[config.mk]
export PLATFORM = sky130hd
export DESIGN_NAME = parity_frame_tx
export DESIGN_NICKNAME = d
export VERILOG_FILES = /design/src/rtl/parity_frame_tx.sv
export SDC_FILE = /design/constraint.sdc
export NUM_CORES = 1
export LEC_CHECK = 0
export CAP_MARGIN = 20
export CORE_ASPECT_RATIO = 1.4
export CORE_UTILIZATION = 35
export CTS_CLUSTER_DIAMETER = 60
export DETAILED_ROUTE_END_ITERATION = 8
export PLACE_DENSITY = 0.63
export REMOVE_ABC_BUFFERS = 1
export SYNTH_ARGS = -nofsm -noshare
export SYNTH_HDL_FRONTEND = slang
export SYNTH_SLANG_ARGS = --single-unit
[constraint.sdc]
create_clock -name clk -period 1.8 [get_ports clk]
set_clock_uncertainty 0.15 [all_clocks]
set_input_delay 0.36 -clock clk [delete_from_list [all_inputs] [get_ports clk]]
set_output_delay 0.36 -clock clk [all_outputs]
set_load 0.05 [all_outputs]
[src/rtl/parity_frame_tx.sv]
// parity_frame_tx: even-parity frame source for the mux-based checker.
// Emits each accepted word as a registered parallel bundle and a serial stream.
//
// Ports:
//   clk, rst_n           clock, async active-low reset
//   in_valid/in_ready    word handshake (in_ready decoded from state)
//   in_data, inject_err  word and parity-flip request, sampled at accept
//   frame_data/par/valid registered parallel frame, one-cycle update pulse
//   ser_out/valid/last   serial bits, data LSB-first then parity
//   busy, frame_cnt      state != IDLE, accepted-frame count (wraps)
module parity_frame_tx #(
    parameter int DATA_W = 3,
    parameter int CNT_W  = 8
) (
    input  logic              clk,
    input  logic              rst_n,
    input  logic              in_valid,
    output logic              in_ready,
    input  logic [DATA_W-1:0] in_data,
    input  logic              inject_err,
    output logic [DATA_W-1:0] frame_data,
    output logic              frame_par,
    output logic              frame_valid,
    output logic              ser_out,
    output logic              ser_valid,
    output logic              ser_last,
    output logic              busy,
    output logic [CNT_W-1:0]  frame_cnt
);

    localparam int IDX_W = (DATA_W > 1) ? $clog2(DATA_W) : 1;
    localparam logic [IDX_W-1:0] LAST = IDX_W'(DATA_W - 1);

    typedef enum logic [1:0] {
        IDLE,
        SHIFT_DATA,
        SHIFT_PAR
    } state_t;

    state_t            state;
    logic [DATA_W-1:0] shreg;
    logic [DATA_W-1:0] shnext;
    logic [IDX_W-1:0]  idx;
    logic              par;
    logic              accept;
    logic              in_par;

    // The parity slot doubles as the accept slot for back-to-back frames.
    assign in_ready = (state == IDLE) || (state == SHIFT_PAR);
    assign busy     = (state != IDLE);
    assign accept   = in_valid && in_ready;
    assign in_par   = (^in_data) ^ inject_err;
    // Shifting right keeps the next bit at position 0; ser_out is
    // registered, so it is loaded one bit ahead of the shift register.
    assign shnext   = shreg >> 1;

    always_ff @(posedge clk or negedge rst_n) begin
        if (!rst_n) begin
            state       <= IDLE;
            shreg       <= '0;
            idx         <= '0;
            par         <= 1'b0;
            frame_data  <= '0;
            frame_par   <= 1'b0;
            frame_valid <= 1'b0;
            ser_out     <= 1'b0;
            ser_valid   <= 1'b0;
            ser_last    <= 1'b0;
            frame_cnt   <= '0;
        end else begin
            frame_valid <= accept;
            if (accept) begin
                state      <= SHIFT_DATA;
                shreg      <= in_data;
                idx        <= '0;
                par        <= in_par;
                frame_data <= in_data;
                frame_par  <= in_par;
                frame_cnt  <= frame_cnt + 1'b1;
                ser_out    <= in_data[0];
                ser_valid  <= 1'b1;
                ser_last   <= 1'b0;
            end else begin
                unique case (state)
                    IDLE: begin
                        ser_out   <= 1'b0;
                        ser_valid <= 1'b0;
                        ser_last  <= 1'b0;
                    end
                    SHIFT_DATA: begin
                        if (idx == LAST) begin
                            state    <= SHIFT_PAR;
                            ser_out  <= par;
                            ser_last <= 1'b1;
                        end else begin
                            idx     <= idx + 1'b1;
                            shreg   <= shnext;
                            ser_out <= shnext[0];
                        end
                    end
                    SHIFT_PAR: begin
                        state     <= IDLE;
                        ser_out   <= 1'b0;
                        ser_valid <= 1'b0;
                        ser_last  <= 1'b0;
                    end
                    default: begin
                        state     <= IDLE;
                        ser_out   <= 1'b0;
                        ser_valid <= 1'b0;
                        ser_last  <= 1'b0;
                    end
                endcase
            end
        end
    end

endmodule

---- Yosys cells after proc, flatten, opt, wreduce, memory -nomap -nowiden ----
Cells that the tools add are included.
Widths: inputs -> output; s select.
word-level totals
  output and inout port bits .............. 18
  input bits .............................. 7
  logic and storage cells ................. 45
  register bits after elaboration ......... 23
operators by class
  muxes and demuxes ....................... 17
  bitwise logic cells ..................... 1
  equality and inequality tests ........... 7
  add/subtract/negate cells ............... 2
  reduce and logical (&&, ||, !) cells .... 8
operator list
  kind                 count
  $mux 2               5
  $mux 3               3
  $add 8x1->8 const B  1
  $mux 1               8
  $ne 2x2->1 const B   3
  $eq 2x2->1 const B   2
  $pmux 2 s2           1
  $reduce_and 2->1     2
  $reduce_bool 2->1    2
  $ne 3x3->1 const B   1
  $reduce_xor 3->1     1
  $add 2x1->2 const B  1
  $eq 2x1->1 const B   1
  $logic_not 2->1      1
  $logic_and 1x1->1    1
  $logic_or 1x1->1     1
  $xor 1x1->1          1

---- Depth between registers and ports, before layout ----
  depth in word-level cells ............... 5
  mapped depth ............................ 5
  gate-level depth less buffers ........... 5

---- Worst setup path after synthesis ----
Ideal clock, no wire load.
  kind .................................... flip-flop to output port
  from .................................... register state[0]
  to ...................................... output busy
  arrival time ............................ 1.138 ns
  buffers on the path ..................... 0
  required time ........................... 1.290 ns
  slack ................................... 0.152 ns
  cell stages (with the launch flop) ...... 3
  cell sequence ........................... dfrtp_1 > inv_1 > nand2_1
between the ends
  word-level cells in the longest chain between the ends .. 1
RTL lines
  element                   line  text
  start: declaration        40    state_t state;
  start signal: assignment  59    state <= IDLE;
  start signal: assignment  73    state <= SHIFT_DATA;
  start signal: assignment  92    state <= SHIFT_PAR;
  $reduce_bool 2->1         50    assign busy = (state != IDLE);
  end: declaration          27    output logic busy,
Every way passes these cells.

---- Final worst setup path ----
Ends and elaborated chain as after synthesis.

==> impl_metrics.env <==
export IMPL_required_ns=1.29
export IMPL_synth_xor_area_share_pct=9.524
export IMPL_die_width_um=45.32
export IMPL_avgSynthCellArea_um2=11.50
export IMPL_setup_ws_ns=0.1463
export IMPL_insertion_delay_ns=0.30
export IMPL_wl_per_cell_um=12.15
export IMPL_grt_use_total_pct=14.23
export IMPL_synthSimpleGateAreaFrac_pct=17.96
export IMPL_setup_worst_path_end_class="output pin"
export IMPL_timing_rr_end="shreg[1]"
export IMPL_path_class="flip-flop to output pin"
export IMPL_nFillCells=223
export IMPL_intPower_mw=1.496
export IMPL_synth_compound_area_share_pct=5.578
export IMPL_hold_path_class="input pin to async pin"
export IMPL_cap_violations=0
export IMPL_postSynthRegisterBits=22
export IMPL_clock_sinks=22
export IMPL_switchingPower_mw=1.198
export IMPL_fin_tns_setup_ns=0
export IMPL_cts_made_buffers=3
export IMPL_vias=661
export IMPL_cts_tree="built"
export IMPL_synth_fa_ha_area_share_pct=2.721
export IMPL_drc=0
export IMPL_ant_nets=0
export IMPL_cts_resized=0
export IMPL_synthCells=80
export IMPL_drive_above_1_share_pct=25.69
export IMPL_ctsHoldBuffers=0
export IMPL_final_cell_mix="22 x dfrtp_1, 14 x nand2_1, 13 x buf_4"
export IMPL_synth_cell_area_um2=919.6
export IMPL_synth_top_cell_area_share_pct=59.86
export IMPL_p_leak_nw=0.6375
export IMPL_antenna_found_initial=0
export IMPL_slew_violations=0
export IMPL_cts_setup_buffers=0
export IMPL_yosys_warnings=0
export IMPL_rows=21
export IMPL_diodes=0
export IMPL_start_util_pct=37.63
export IMPL_htree_levels=1
export IMPL_place_gp_congestion=0.7961
export IMPL_dp_final_hpwl_um=1312
export IMPL_first_iter_violations=31
export IMPL_tightestPinTransition_ns=0.2732
export IMPL_cts_buffer_depth=2
export IMPL_hold_viol_final=0
export IMPL_power_frac_clock_pct=13.9
export IMPL_max_freq_mhz=604.7
export IMPL_cp_arrival_ns=1.14
export IMPL_area_growth_pct=42.18
export IMPL_grt_pass1_wl_um=3042
export IMPL_stdcell_count=143
export IMPL_seqPwrFrac_pct=32.4
export IMPL_r2r_start="idx[0]"
export IMPL_grt_overflow=0
export IMPL_dieArea_um2=2839
export IMPL_swShare_pct=44.46
export IMPL_worstRegToRegCells=5
export IMPL_fin_crit_sh_pct=91.87
export IMPL_holdWs_ns=0.2345
export IMPL_reg2reg_slack_ns=0.25
export IMPL_crit_path_start_kind="flip-flop"
export IMPL_io_buffers=24
export IMPL_drt_first_pass_iters=4
export IMPL_period_needed_ns=1.654
export IMPL_report_final_setup_viol=0
export IMPL_yosys_area_top_type="dfrtp_1"
export IMPL_status="complete, no violations"
export IMPL_die_h_um=62.65
export IMPL_power_density_nw_per_um2=2061
export IMPL_core_um2=2444
export IMPL_synth_top_family_by_area="simple AND/OR/NAND/NOR gates"
export IMPL_cts_root_buf="clkbuf_4"
export IMPL_peakVddDrop_uv=1266
export IMPL_final_common_cell="dfrtp_1"
export IMPL_grt_max_degree=23
export IMPL_ys_types=22
export IMPL_seqCellArea_um2=550.5
export IMPL_dpl_worst_slack_ns=0.06280
export IMPL_p_comb_share_pct=53.7
export IMPL_ys_seq_area_share_pct=59.86
export IMPL_viasPerCell=4.622
export IMPL_placed_cells=139
export IMPL_clk_pin_slew_ns=0.13
export IMPL_io_pin_count=25
export IMPL_final_nets=119
export IMPL_rsz0062_at_grt="false"
export IMPL_yosys_mux_area_fraction_pct=1.088
export IMPL_cp_max_fo=7
export IMPL_slew_limit_headroom_pct=81.79
export IMPL_multiInputGateArea_um2=339.1
export IMPL_netlist_top_cells_area="dfrtp_1 60%, xnor2_1 9.5%, nand2_1 5.7%"
export IMPL_routed_wl_um=1737
export IMPL_grt_pass1_vias=665
-- worst max path at each step --
stage,startpoint,slack (ns),end
floorplan,state[0],0.15,busy
global placement,in_valid,0.1,shreg[1]
detailed placement,in_valid,0.06,shreg[1]
CTS,state[0],0.14,busy
global route,state[0],0.07,busy
finish,state[0],0.15,busy
-- cell families after synthesis --
logic type                 count (synthesis)
AOI/OAI and AO/OA                          8
xor gates and xnor gates                  10
adders and majority gates                  2
buffers and inverters                      7
DFF                                       22
muxes                                      1
and+or+nand+nor                           30
-- registers in the layout (all words and copies together), names as in the netlist --
name,flops
frame_cnt,8
frame_data,3
frame_valid,1
idx,2
par,1
ser_last,1
ser_out,1
ser_valid,1
shreg,2
state,2
-- stage by stage --
stage / total power, mW / utilization [%] / cell area, µm²
6_report: 2.694 / 53.51 / 1308
3_3_place_gp: 2.315 / 51.36 / 1255
3_5_place_dp: 2.341 / 51.36 / 1255
4_1_cts: 2.714 / 53.51 / 1308
2_1_floorplan: 1.737 / - / 914.6
5_1_grt: 2.846 / 53.51 / 1308
-- Yosys cell counts, drive strengths merged --
master	count
buf	1
nand4	4
o21ai	5
a221o	1
a22o	1
and3	2
dfrtp	22
nor3b	1
mux2i	1
ha	2
xnor2	10
a21o	1
inv	6
nand2	14
nand3	2
and2	1
nor2	3
or3b	1
nand2b	1
and4b	1
-- power by group through the flow --
stage | sequential, mW | clock [mW] | combinational, mW
after CTS | 0.874 | 0.379 | 1.46
after floorplan | 1.27 | 0 | 0.467
after global routing | 0.906 | 0.404 | 1.54
after detailed placement | 0.880 | 0 | 1.46
final | 0.874 | 0.374 | 1.45
after global placement | 0.876 | 0 | 1.44
-- layout make-up --
| type | instances | area share, % |
|---|---|---|
| repair buffers | 26 | 22.78 |
| flip-flops and latches | 22 | 42.11 |
| inverters | 6 | 1.914 |
| clock buffers | 3 | 1.722 |
| well taps | 34 | 3.254 |
| multi-input cells | 51 | 25.93 |
| clock inverters | 1 | 2.297 |
-- routing by layer --
layer	routed length (µm)	GRT usage, %	share of wire, %
met4	0	3.409	0
met1	753	17.96	43
met2	889	24.09	51
met5	0	0	0
met3	94	2.890	5.4
-- worst max-delay path, stage by stage, from the launching register on --
cell     delay (ns)
dfrtp_1        0.46
inv_1          0.14
nand2_1        0.10
buf_12         0.16
(Power assumes the default switching activity.)
